$ cat src/rtl/axi_lite_cmd_master.sv
// AXI4-Lite single-outstanding initiator: start_write/start_read pulses become full AXI4-Lite transactions.
// Optional watchdog abort of stalled transactions when AXI_TIMEOUT_EN is defined.
module axi_lite_cmd_master #(
  parameter int ADDR_W      = 32,
  parameter int DATA_W      = 32,
  parameter int TIMEOUT_CYC = 256
) (
  input  logic              apb_axi_clk,
  input  logic              a_reset_n,
  input  logic              start_write,
  input  logic              start_read,
  input  logic [ADDR_W-1:0] addr,
  input  logic [DATA_W-1:0] data,
  output logic              busy,
  output logic              done,
  output logic [1:0]        cmd_resp,
  output logic [DATA_W-1:0] debug_rdata,
  output logic              timeout_err,
  output logic [ADDR_W-1:0] aw_addr,
  output logic              aw_valid,
  input  logic              aw_ready,
  output logic [DATA_W-1:0] w_data,
  output logic              w_valid,
  input  logic              w_ready,
  input  logic              b_valid,
  output logic              b_ready,
  input  logic [1:0]        b_resp,
  output logic [ADDR_W-1:0] ar_addr,
  output logic              ar_valid,
  input  logic              ar_ready,
  input  logic              r_valid,
  output logic              r_ready,
  input  logic [DATA_W-1:0] r_data,
  input  logic [1:0]        r_resp
);

  typedef enum logic [2:0] {IDLE, WR_AW_W, WR_RESP, RD_AR, RD_DATA} state_t;
  state_t state, state_nxt;

  logic aw_hs, w_hs, b_hs, ar_hs, r_hs;
  logic aw_fin, w_fin, tmo;

  assign aw_hs = aw_valid & aw_ready;
  assign w_hs  = w_valid & w_ready;
  assign b_hs  = b_valid & b_ready;
  assign ar_hs = ar_valid & ar_ready;
  assign r_hs  = r_valid & r_ready;
  // A write channel is finished once its valid has dropped or is handshaking now.
  assign aw_fin = ~aw_valid | aw_ready;
  assign w_fin  = ~w_valid | w_ready;

  logic              aw_valid_d, w_valid_d, b_ready_d, ar_valid_d, r_ready_d;
  logic              busy_d, done_d;
  logic [1:0]        cmd_resp_d;
  logic [DATA_W-1:0] debug_rdata_d, w_data_d;
  logic [ADDR_W-1:0] aw_addr_d, ar_addr_d;

  always_ff @(posedge apb_axi_clk or negedge a_reset_n) begin
    if (!a_reset_n) begin
      state       <= IDLE;
      aw_valid    <= 1'b0;
      w_valid     <= 1'b0;
      b_ready     <= 1'b0;
      ar_valid    <= 1'b0;
      r_ready     <= 1'b0;
      busy        <= 1'b0;
      done        <= 1'b0;
      cmd_resp    <= 2'b00;
      debug_rdata <= '0;
      aw_addr     <= '0;
      w_data      <= '0;
      ar_addr     <= '0;
    end else begin
      state       <= state_nxt;
      aw_valid    <= aw_valid_d;
      w_valid     <= w_valid_d;
      b_ready     <= b_ready_d;
      ar_valid    <= ar_valid_d;
      r_ready     <= r_ready_d;
      busy        <= busy_d;
      done        <= done_d;
      cmd_resp    <= cmd_resp_d;
      debug_rdata <= debug_rdata_d;
      aw_addr     <= aw_addr_d;
      w_data      <= w_data_d;
      ar_addr     <= ar_addr_d;
    end
  end

  always_comb begin
    state_nxt = state;
    case (state)
      IDLE:    if (start_write) state_nxt = WR_AW_W;
               else if (start_read) state_nxt = RD_AR;
      WR_AW_W: if (aw_fin && w_fin) state_nxt = WR_RESP;
      WR_RESP: if (b_hs) state_nxt = IDLE;
      RD_AR:   if (ar_hs) state_nxt = RD_DATA;
      RD_DATA: if (r_hs) state_nxt = IDLE;
      default: state_nxt = IDLE;
    endcase
    if (tmo) state_nxt = IDLE;
  end

  always_comb begin
    aw_valid_d    = aw_valid;
    w_valid_d     = w_valid;
    b_ready_d     = b_ready;
    ar_valid_d    = ar_valid;
    r_ready_d     = r_ready;
    busy_d        = busy;
    done_d        = 1'b0;
    cmd_resp_d    = cmd_resp;
    debug_rdata_d = debug_rdata;
    aw_addr_d     = aw_addr;
    w_data_d      = w_data;
    ar_addr_d     = ar_addr;
    case (state)
      IDLE: begin
        // Write has priority; a simultaneous read request is dropped.
        if (start_write) begin
          aw_valid_d = 1'b1;
          w_valid_d  = 1'b1;
          busy_d     = 1'b1;
          aw_addr_d  = addr;
          w_data_d   = data;
        end else if (start_read) begin
          ar_valid_d = 1'b1;
          busy_d     = 1'b1;
          ar_addr_d  = addr;
        end
      end
      WR_AW_W: begin
        if (aw_hs) aw_valid_d = 1'b0;
        if (w_hs)  w_valid_d  = 1'b0;
        if (aw_fin && w_fin) b_ready_d = 1'b1;
      end
      WR_RESP: if (b_hs) begin
        b_ready_d  = 1'b0;
        cmd_resp_d = b_resp;
        done_d     = 1'b1;
        busy_d     = 1'b0;
      end
      RD_AR: if (ar_hs) begin
        ar_valid_d = 1'b0;
        r_ready_d  = 1'b1;
      end
      RD_DATA: if (r_hs) begin
        r_ready_d     = 1'b0;
        cmd_resp_d    = r_resp;
        debug_rdata_d = r_data;
        done_d        = 1'b1;
        busy_d        = 1'b0;
      end
      default: ;
    endcase
    if (tmo) begin
      aw_valid_d = 1'b0;
      w_valid_d  = 1'b0;
      b_ready_d  = 1'b0;
      ar_valid_d = 1'b0;
      r_ready_d  = 1'b0;
      busy_d     = 1'b0;
      done_d     = 1'b1;
      cmd_resp_d = 2'b11;
    end
  end

`ifdef AXI_TIMEOUT_EN
  // Watchdog counts stall cycles; any handshake or a state entry restarts it.
  localparam int CNT_W = $clog2(TIMEOUT_CYC + 1);
  logic [CNT_W-1:0] tmo_cnt;
  logic             any_hs;

  assign any_hs = aw_hs | w_hs | b_hs | ar_hs | r_hs;
  assign tmo    = (state != IDLE) && !any_hs && (tmo_cnt == CNT_W'(TIMEOUT_CYC - 1));

  always_ff @(posedge apb_axi_clk or negedge a_reset_n) begin
    if (!a_reset_n) begin
      tmo_cnt     <= '0;
      timeout_err <= 1'b0;
    end else begin
      timeout_err <= tmo;
      if (state == IDLE || any_hs || tmo) tmo_cnt <= '0;
      else tmo_cnt <= tmo_cnt + 1'b1;
    end
  end
`else
  // No watchdog: the expression is constant false and waits are unbounded.
  assign tmo         = (TIMEOUT_CYC < 0);
  assign timeout_err = 1'b0;
`endif

endmodule

$ cat config.mk
export PLATFORM = sky130hd
export DESIGN_NAME = axi_lite_cmd_master
export DESIGN_NICKNAME = d
export VERILOG_FILES = /design/src/rtl/axi_lite_cmd_master.sv
export SDC_FILE = /design/constraint.sdc
export NUM_CORES = 1
export LEC_CHECK = 0
export ABC_CLOCK_PERIOD_IN_PS = 4470
export CAP_MARGIN = 20
export CORE_ASPECT_RATIO = 1.2
export CORE_UTILIZATION = 46
export DETAILED_ROUTE_END_ITERATION = 16
export PLACE_DENSITY = 0.89
export SYNTH_ARGS = -nofsm -noshare
export SYNTH_HDL_FRONTEND = slang
export SYNTH_SLANG_ARGS = --single-unit
$ cat constraint.sdc
create_clock -name apb_axi_clk -period 4.47 [get_ports apb_axi_clk]
set_input_delay 0.447 -clock apb_axi_clk [delete_from_list [all_inputs] [get_ports apb_axi_clk]]
set_output_delay 0.447 -clock apb_axi_clk [all_outputs]
set_load 0.05 [all_outputs]
# Word-level counts from Yosys, hierarchy flattened
# Index checks and enable logic that the tools add are counted.
dict set report totals {
  n_memories 0
  latchBits 0
  mem_bits_ro 0
  reg_bits 140
  input_bits 109
  ramBits 0
  output_inout_bits 138
}
dict set report op_classes {
  add_sub_neg 0
  n_reduce_logical 19
  bitwise 10
  shifts 0
  n_lt_le_gt_ge 0
  mul 0
  div_mod_pow 0
  muxes 30
  eq_ne 14
}
# operator n
set op_table {}
lappend op_table {{$mux W3} 6}
lappend op_table {{$ne A2 B2 Y1 const B} 9}
lappend op_table {{$reduce_and A3 Y1} 6}
lappend op_table {{$pmux W3 S5} 1}
lappend op_table {{$mux W1} 13}
lappend op_table {{$pmux W1 S2} 6}
lappend op_table {{$reduce_bool A2 Y1} 5}
lappend op_table {{$reduce_and A4 Y1} 2}
lappend op_table {{$eq A3 B2 Y1 const B} 2}
lappend op_table {{$and A1 B1 Y1} 5}
lappend op_table {{$reduce_and A5 Y1} 1}
lappend op_table {{$mux W2} 2}
lappend op_table {{$pmux W2 S2} 1}
lappend op_table {{$reduce_and A2 Y1} 2}
lappend op_table {{$eq A3 B1 Y1 const B} 1}
lappend op_table {{$eq A3 B3 Y1 const B} 1}
lappend op_table {{$logic_not A3 Y1} 1}
lappend op_table {{$ne A3 B3 Y1 const B} 1}
lappend op_table {{$not A1 Y1} 3}
lappend op_table {{$pmux W1 S3} 1}
lappend op_table {{$reduce_bool A3 Y1} 1}
lappend op_table {{$or A1 B1 Y1} 2}
lappend op_table {{$logic_and A1 B1 Y1} 1}

# Depth between registers and ports, before layout
dict set report logic_depth {
  depth_word 5
  mapped_depth 6
  mapped_depth_nobuf 3
}

# Worst setup path before layout
# No wires, ideal clock.
dict set report synth_timing {
  path_kind {register -> register}
  from {register r_ready}
  to {register debug_rdata[0]}
  setup_ns 0.125
  n_path_buf 2
  arrival_time_ns 1.574
  stages_incl_launch_ff 6
  slack_ns 2.771
  required_time_ns 4.345
  path_cell_list {dfrtp_1 nand2_1 and2b_1 buf_6 buf_12 mux2_4}
}
dict set report synth_via {
  elab_chain_cells 2
}
# item line_no
set synth_lines {}
lappend synth_lines {{start: declaration} 32} ;# output logic r_ready,
lappend synth_lines {{start signal: assignment} 79} ;# r_ready <= r_ready_d;
lappend synth_lines {{$and A1 B1 Y1} 47} ;# assign r_hs = r_valid & r_ready;
lappend synth_lines {{$reduce_and A2 Y1 (no line)} n/a}
lappend synth_lines {{end signal: assignment} 83} ;# debug_rdata <= debug_rdata_d;
lappend synth_lines {{end: declaration} 17} ;# output logic [DATA_W-1:0] debug_rdata,
# Every way passes these cells.
# A chain may end at the register's enable or synchronous reset.

# Final worst setup path
dict set report layout_timing {
  from {register state[1]}
  to {register w_data[0]}
}
dict set report layout_via {
  elab_chain_cells 2
}
# item line_no
set layout_lines {}
lappend layout_lines {{start: declaration} 38} ;# state_t state, state_nxt;
lappend layout_lines {{start signal: assignment} 74} ;# state <= state_nxt;
lappend layout_lines {{$logic_not A3 Y1} 117} ;# case (state)
lappend layout_lines {{$reduce_and A2 Y1 (no line)} n/a}
lappend layout_lines {{end signal: assignment} 85} ;# w_data <= w_data_d;
lappend layout_lines {{end: declaration} 22} ;# output logic [DATA_W-1:0] w_data,
# Every way passes these cells.

==> impl_metrics.toml <==
[setup_path]
critPathBufInv = 1
cp_slowest_cell = "buf_4"
reg2reg_slack_ns = 2.01
max_stage_delay_ns = 0.57
critPathLaunchType = "flip-flop"
worstPathRequired_ns = 4.75
crit_fanout = 42
r2r_cells = 4
rr_endpoint = "w_data[0]"
crit_family = "simple AND/OR/NAND/NOR gates"
end_kind = "flip-flop"
cp_cell_sequence = "nor3_1 -> and2_2 -> buf_4 -> mux2_1"
crit_cells = 4
reg2reg_from = "state[1]"
cp.arrival_ns = 2.75
criticalPathCategory = "reg -> reg"

[placed_design]
place_inst = 728
globalplace.congestion = 0.836
postPlaceCellArea_sq_um = 8200
dpl.hpwl_microns = 9920
port_buffers = 245
preCtsSetupSlack_ns = 1.69

[global_routing]
antenna_found_initial = 0
use_met1_pct = 26.1
grt_pass1_vias = 4121
use_met3_pct = 5.55
grt_overflow_total = 0
grtUsageMet2_pct = 37.9
grt_pass1_wl_microns = 22400
track_usage_pct = 22.4
busiest_layer = "met2"
grt_max_degree = 105

[drt]
postRouteAntennaNets = 0
num_vias = 3802
routedWlPerCell_microns = 18.2
drcViolationCount = 0
firstDrtPassIters = 4
via_per_inst = 5.00
drt-initial-drc-count = 103
drt_wl_total_microns = 13800

[cells_and_area]
seq_area_sq_um = 3500
design_area_sq_um = 8750
syn_to_final_growth_pct = 52.3
fill_cells = 794
fin_cells = 760
multi_input_area_sq_um = 2020
layout.nets = 696
drive_gt1_share_pct = 17.0
postLayoutCoreUtil_pct = 72.2
antennaDiodeCount = 0

[synthesis]
yosys_warnings = 0
synthCells = 338
synth_edf_count = 0
synth_most_common_cell = "dfrtp_1"
synthesis.nets = 447
synth_top_area_share_pct = 61.0
synth_top_cell_by_area = "dfrtp_1"
synth.distinct_cells = 34
syn_area_sq_um = 5740
synth_area_leaders = "dfrtp_1 61%, mux2_4 15%, mux2_1 14%"
netlist_top_cells_count = "140 x dfrtp_1, 71 x mux2_1, 59 x mux2_4"
ys.flop_type = "dfrtp_1"
async_reset_ff_share_pct = 100
syn_area_per_cell_sq_um = 17.0
yosysSeqAreaShare_pct = 61.0
ys_ff_latch = 140

[job]
maxCapViolCount = 0

[floorplan]
coreArea_sq_um = 12100
rows = 44
dieArea_sq_um = 12900
initial_utilization_pct = 47.4
die_w_microns = 104
ios = 247
die_y_microns = 124

[power]
vdd_ir_drop_max_mv = 0.192
powerDensity_nw_per_um2 = 302
p_leak_nw = 4.18

[clock_tree]
cts_setup_buffers = 0
clkSinkCount = 140
ctsResizeCount = 0
root_buffer = "clkbuf_16"
ctsHoldBuffers = 0
htreeDepth = 4
insertion_delay_ns = 0.41
ctsLongestPathBuffers = 2
path_clk_slew_ns = 0.06
cts_buffers = 17
cts_tree = "yes"

[timing]
max_freq_ghz = 0.406
rsz0062_at_grt = "no"
setup_viol = 0
period_needed_ns = 2.46
maxSlewViolCount = 0
setup_slack_ns = 2.01
finalHoldViolations = 0
min_period_over_period_pct = 55.1
tns_ns = 0
finClkSkew_ns = 0.0142
slew_headroom_pct = 28.7
tightestPinTransition_ns = 1.07

[outcome]
status = "complete, no violations"

[hold_path]
hp-class = "in -> async"
==> routing by layer <==
metal | up-vias | wire (microns)
met5 | - | 0
met4 | 0 | 478
met3 | 37 | 827
met2 | 176 | 7120
met1 | 1891 | 5400
li1 | 1698 | -
==> worst max-delay path by stage <==
stage                      startpoint        endpoint  slack, ns
after global placement    start_write       w_data[9]       1.78
after global routing         state[1]       w_data[1]       1.82
after detailed placement  start_write       w_data[1]       1.69
final                        state[1]       w_data[0]       2.01
after CTS                    state[1]       w_data[1]       1.96
after floorplan               r_ready  debug_rdata[0]       2.77
==> logic make-up (layout without fill, tap and decap cells) <==
family          count (synthesis)  after routing  share of synthesized area, %
other cells                     1              1                        0.0653
flops                         140            140                          61.0
compound gates                 21             21                          2.48
simple gates                   24             24                          2.85
mux                           132            132                          29.7
buf+inv                        20            281                          3.88
==> worst reg2reg max path, stage by stage, from the launching register on <==
cell and delay (ns):
dfrtp_1 0.54, nor3_1 0.26, and2_2 0.54, buf_4 0.57, mux2_1 0.42
==> sequential cells by signal (all words and copies together), names as in the netlist <==
signal       flops
r_ready          1
b_ready          1
w_data          32
state            3
debug_rdata     32
busy             1
cmd_resp         2
aw_addr         32
ar_addr         32
ar_valid         1
done             1
w_valid          1
aw_valid         1
==> power breakdown <==
part | internal, mW | switching [mW] | leakage [nW]
sequential | 1.27 | 0 | 1.94
combinational | 0.0876 | 0.0491 | 2.00
clock | 0.707 | 0.533 | 0.245
total | 2.06 | 0.582 | 4.18
==> layout by cell type, fill, tap and decap left out, drive strengths merged, types with 2 or more instances in the layout <==
cell / n
a21boi: 2
a21oi: 4
buf: 4
clkbuf: 18
clkdlybuf4s50: 244
clkinv: 6
clkinvlp: 5
dfrtp: 140
inv: 4
mux2: 132
nand2: 8
nand2b: 4
nand3: 2
nor3b: 2
o21ai: 6
o2bb2ai: 3
==> area by class of cell <==
type | count | area share (%)
flip-flops and latches | 140 | 40.1
repair buffers | 248 | 28.5
multi-input cells | 178 | 23.1
clock buffers | 18 | 4.91
well taps | 161 | 2.30
clock inverters | 13 | 1.10
inverters | 2 | 0.0858
==> stage by stage <==
step	total power [mW]	hold WS, ns
global route	2.74	0.236
floorplan	1.30	0.151
detailed placement	1.43	0.474
CTS	2.68	0.193
global placement	1.42	0.468
finish	2.64	0.147
Power figures use the tool's default switching activity.
==> variant: new RTL, same settings <==
The 5 states of `state_t` get a Gray code encoding in 3 bits.
--- a/src/rtl/axi_lite_cmd_master.sv
+++ b/src/rtl/axi_lite_cmd_master.sv
@@ -36,3 +36,3 @@
 
-  typedef enum logic [2:0] {IDLE, WR_AW_W, WR_RESP, RD_AR, RD_DATA} state_t;
+  typedef enum logic [2:0] {IDLE = 3'b000, WR_AW_W = 3'b001, WR_RESP = 3'b011, RD_AR = 3'b010, RD_DATA = 3'b110} state_t;
   state_t state, state_nxt;
Behaviour: same outputs for any inputs over 4 cycles, from zero or initial values and one cycle with a_reset_n low; so few cycles prove little.
==> variant against the unedited design <==
Non-clock buffer count decreased by 1. Sequential cell count unchanged. Cell area decreased by 2.1%. Fmax decreased by 0.34%. Routed wire length decreased by 1.6%. Synthesized area decreased by 5.2%. Worst setup slack got worse by 0.0084 ns.
Power is not compared: it rests on default switching activity, and its combinational part moved more than twofold at a synthesized area within 25%.
==> variant: results (changes against the unedited design) <==
metric	value	unit	change
fin_skew	0.00929	ns	-0.00488 ns
ys_warn_count	0		unchanged
port_buffers	245		unchanged
viasPerCell	5.01		about the same
diodes	0		unchanged
hpwlAfterDp	9680	microns	-2.5%
cts_resized	0		unchanged
layout-drive-gt1-share	0.273		+0.102
syn_avg_cell_area	16.2	sq um	-4.6%
cpMaxStageDelayCell	and2_2		
slew_headroom	0.375		+0.0884
ctsHtreeMaxLevel	4		unchanged
ys.flop_type	dfrtp_1		
async_reset_ff_frac	1.00		unchanged
antenna_found_initial	0		unchanged
cp_max_fo	41		-2.4%
yosysSeqAreaShare	0.643		+0.0333
p_leak	3.77	nW	
wl	13600	microns	-1.6%
fill_cells	739		-6.9%
cts-root-buf	clkbuf_16		
ys_top_cells_by_area	dfrtp_1 (64%), mux2_2 (25%), buf_6 (2.1%)		
clk_latency	0.41	ns	about the same
cp.arrival	2.76	ns	about the same
fin_nets	694		-0.29%
preCtsSetupSlack	1.79	ns	+0.100 ns
drt_iter0_drc	89		-14%
finalPower	0.00633	W	
synth-compound-area-share	0.0241		-0.000710
postPlaceCellArea	0.00795	sq mm	-3.0%
grt_pass1_wl	21000	microns	-6.6%
grt_max_degree	93		-11%
grt_usage	0.229		+0.00576
hp-class	primary input to asynchronous set/reset pin		
layoutNonFillerInstCount	755		-0.66%
power_frac_seq	0.303		
gp_congestion	0.793		-5.2%
path_clk_slew	0.06	ns	about the same
synth_nets	445		-0.45%
synthTopCellsByCount	dfrtp_1 (140), mux2_2 (122), buf_6 (10), mux2_1 (10), nand2_1 (6)		
status	completed		
fin_util	0.741		+0.0183
post-place-cells	723		-0.69%
synth_cell_types	29		-15%
grt_pass1_vias	4073		-1.2%
numCtsBuffers	17		unchanged
synthMuxAreaShare	0.273		-0.0244
cts_buffer_depth	2		unchanged
-- variant: kinds of logic (layout without fill, tap and decap cells) --
group / count (synthesis) / after routing
other: 1 / 1
muxes: 132 / 132
DFF: 140 / 140
AOI/OAI and AO/OA: 19 / 19
buffers and inverters: 19 / 281
and+or+nand+nor: 25 / 25
-- variant: final timing paths --
| path | startpoint | to | depth (start not counted) | slack [ns] |
|---|---|---|---|---|
| hold reg to reg | w_data[22]$_DFFE_PN0P_ | w_data[22]$_DFFE_PN0P_ | 1 | 0.49 |
| hold / removal | a_reset_n | aw_addr[7]$_DFFE_PN0P_ | 1 | 0.1 |
| min in group apb_axi_clk | w_data[22]$_DFFE_PN0P_ | w_data[22]$_DFFE_PN0P_ | 1 | 0.49 |
| setup reg to reg | state[1]$_DFFE_PN0P_ | aw_addr[14]$_DFFE_PN0P_ | 4 | 2.00 |
| max in group asynchronous | a_reset_n | state[1]$_DFFE_PN0P_ | 2 | 3.19 |
| setup / recovery | state[1]$_DFFE_PN0P_ | aw_addr[14]$_DFFE_PN0P_ | 4 | 2.00 |
-- variant: layout make-up --
| cell class | count | area share |
|---|---|---|
| Clock buffer | 18 | 0.0501 |
| Clock inverter | 14 | 0.0215 |
| Timing Repair Buffer | 247 | 0.288 |
| Inverter | 2 | 0.000876 |
| Tap cell | 157 | 0.0229 |
| Sequential cell | 140 | 0.409 |
| Multi-Input combinational cell | 177 | 0.207 |
-- variant: per-layer routing --
| layer | vias up | share of wire | GRT usage |
|---|---|---|---|
| li1 | 1693 | - | - |
| met2 | 149 | 0.56 | 0.426 |
| met3 | 26 | 0.065 | 0.0760 |
| met4 | 0 | 0.029 | 0.0888 |
| met1 | 1911 | 0.35 | 0.234 |
| met5 | - | 0 | 0 |
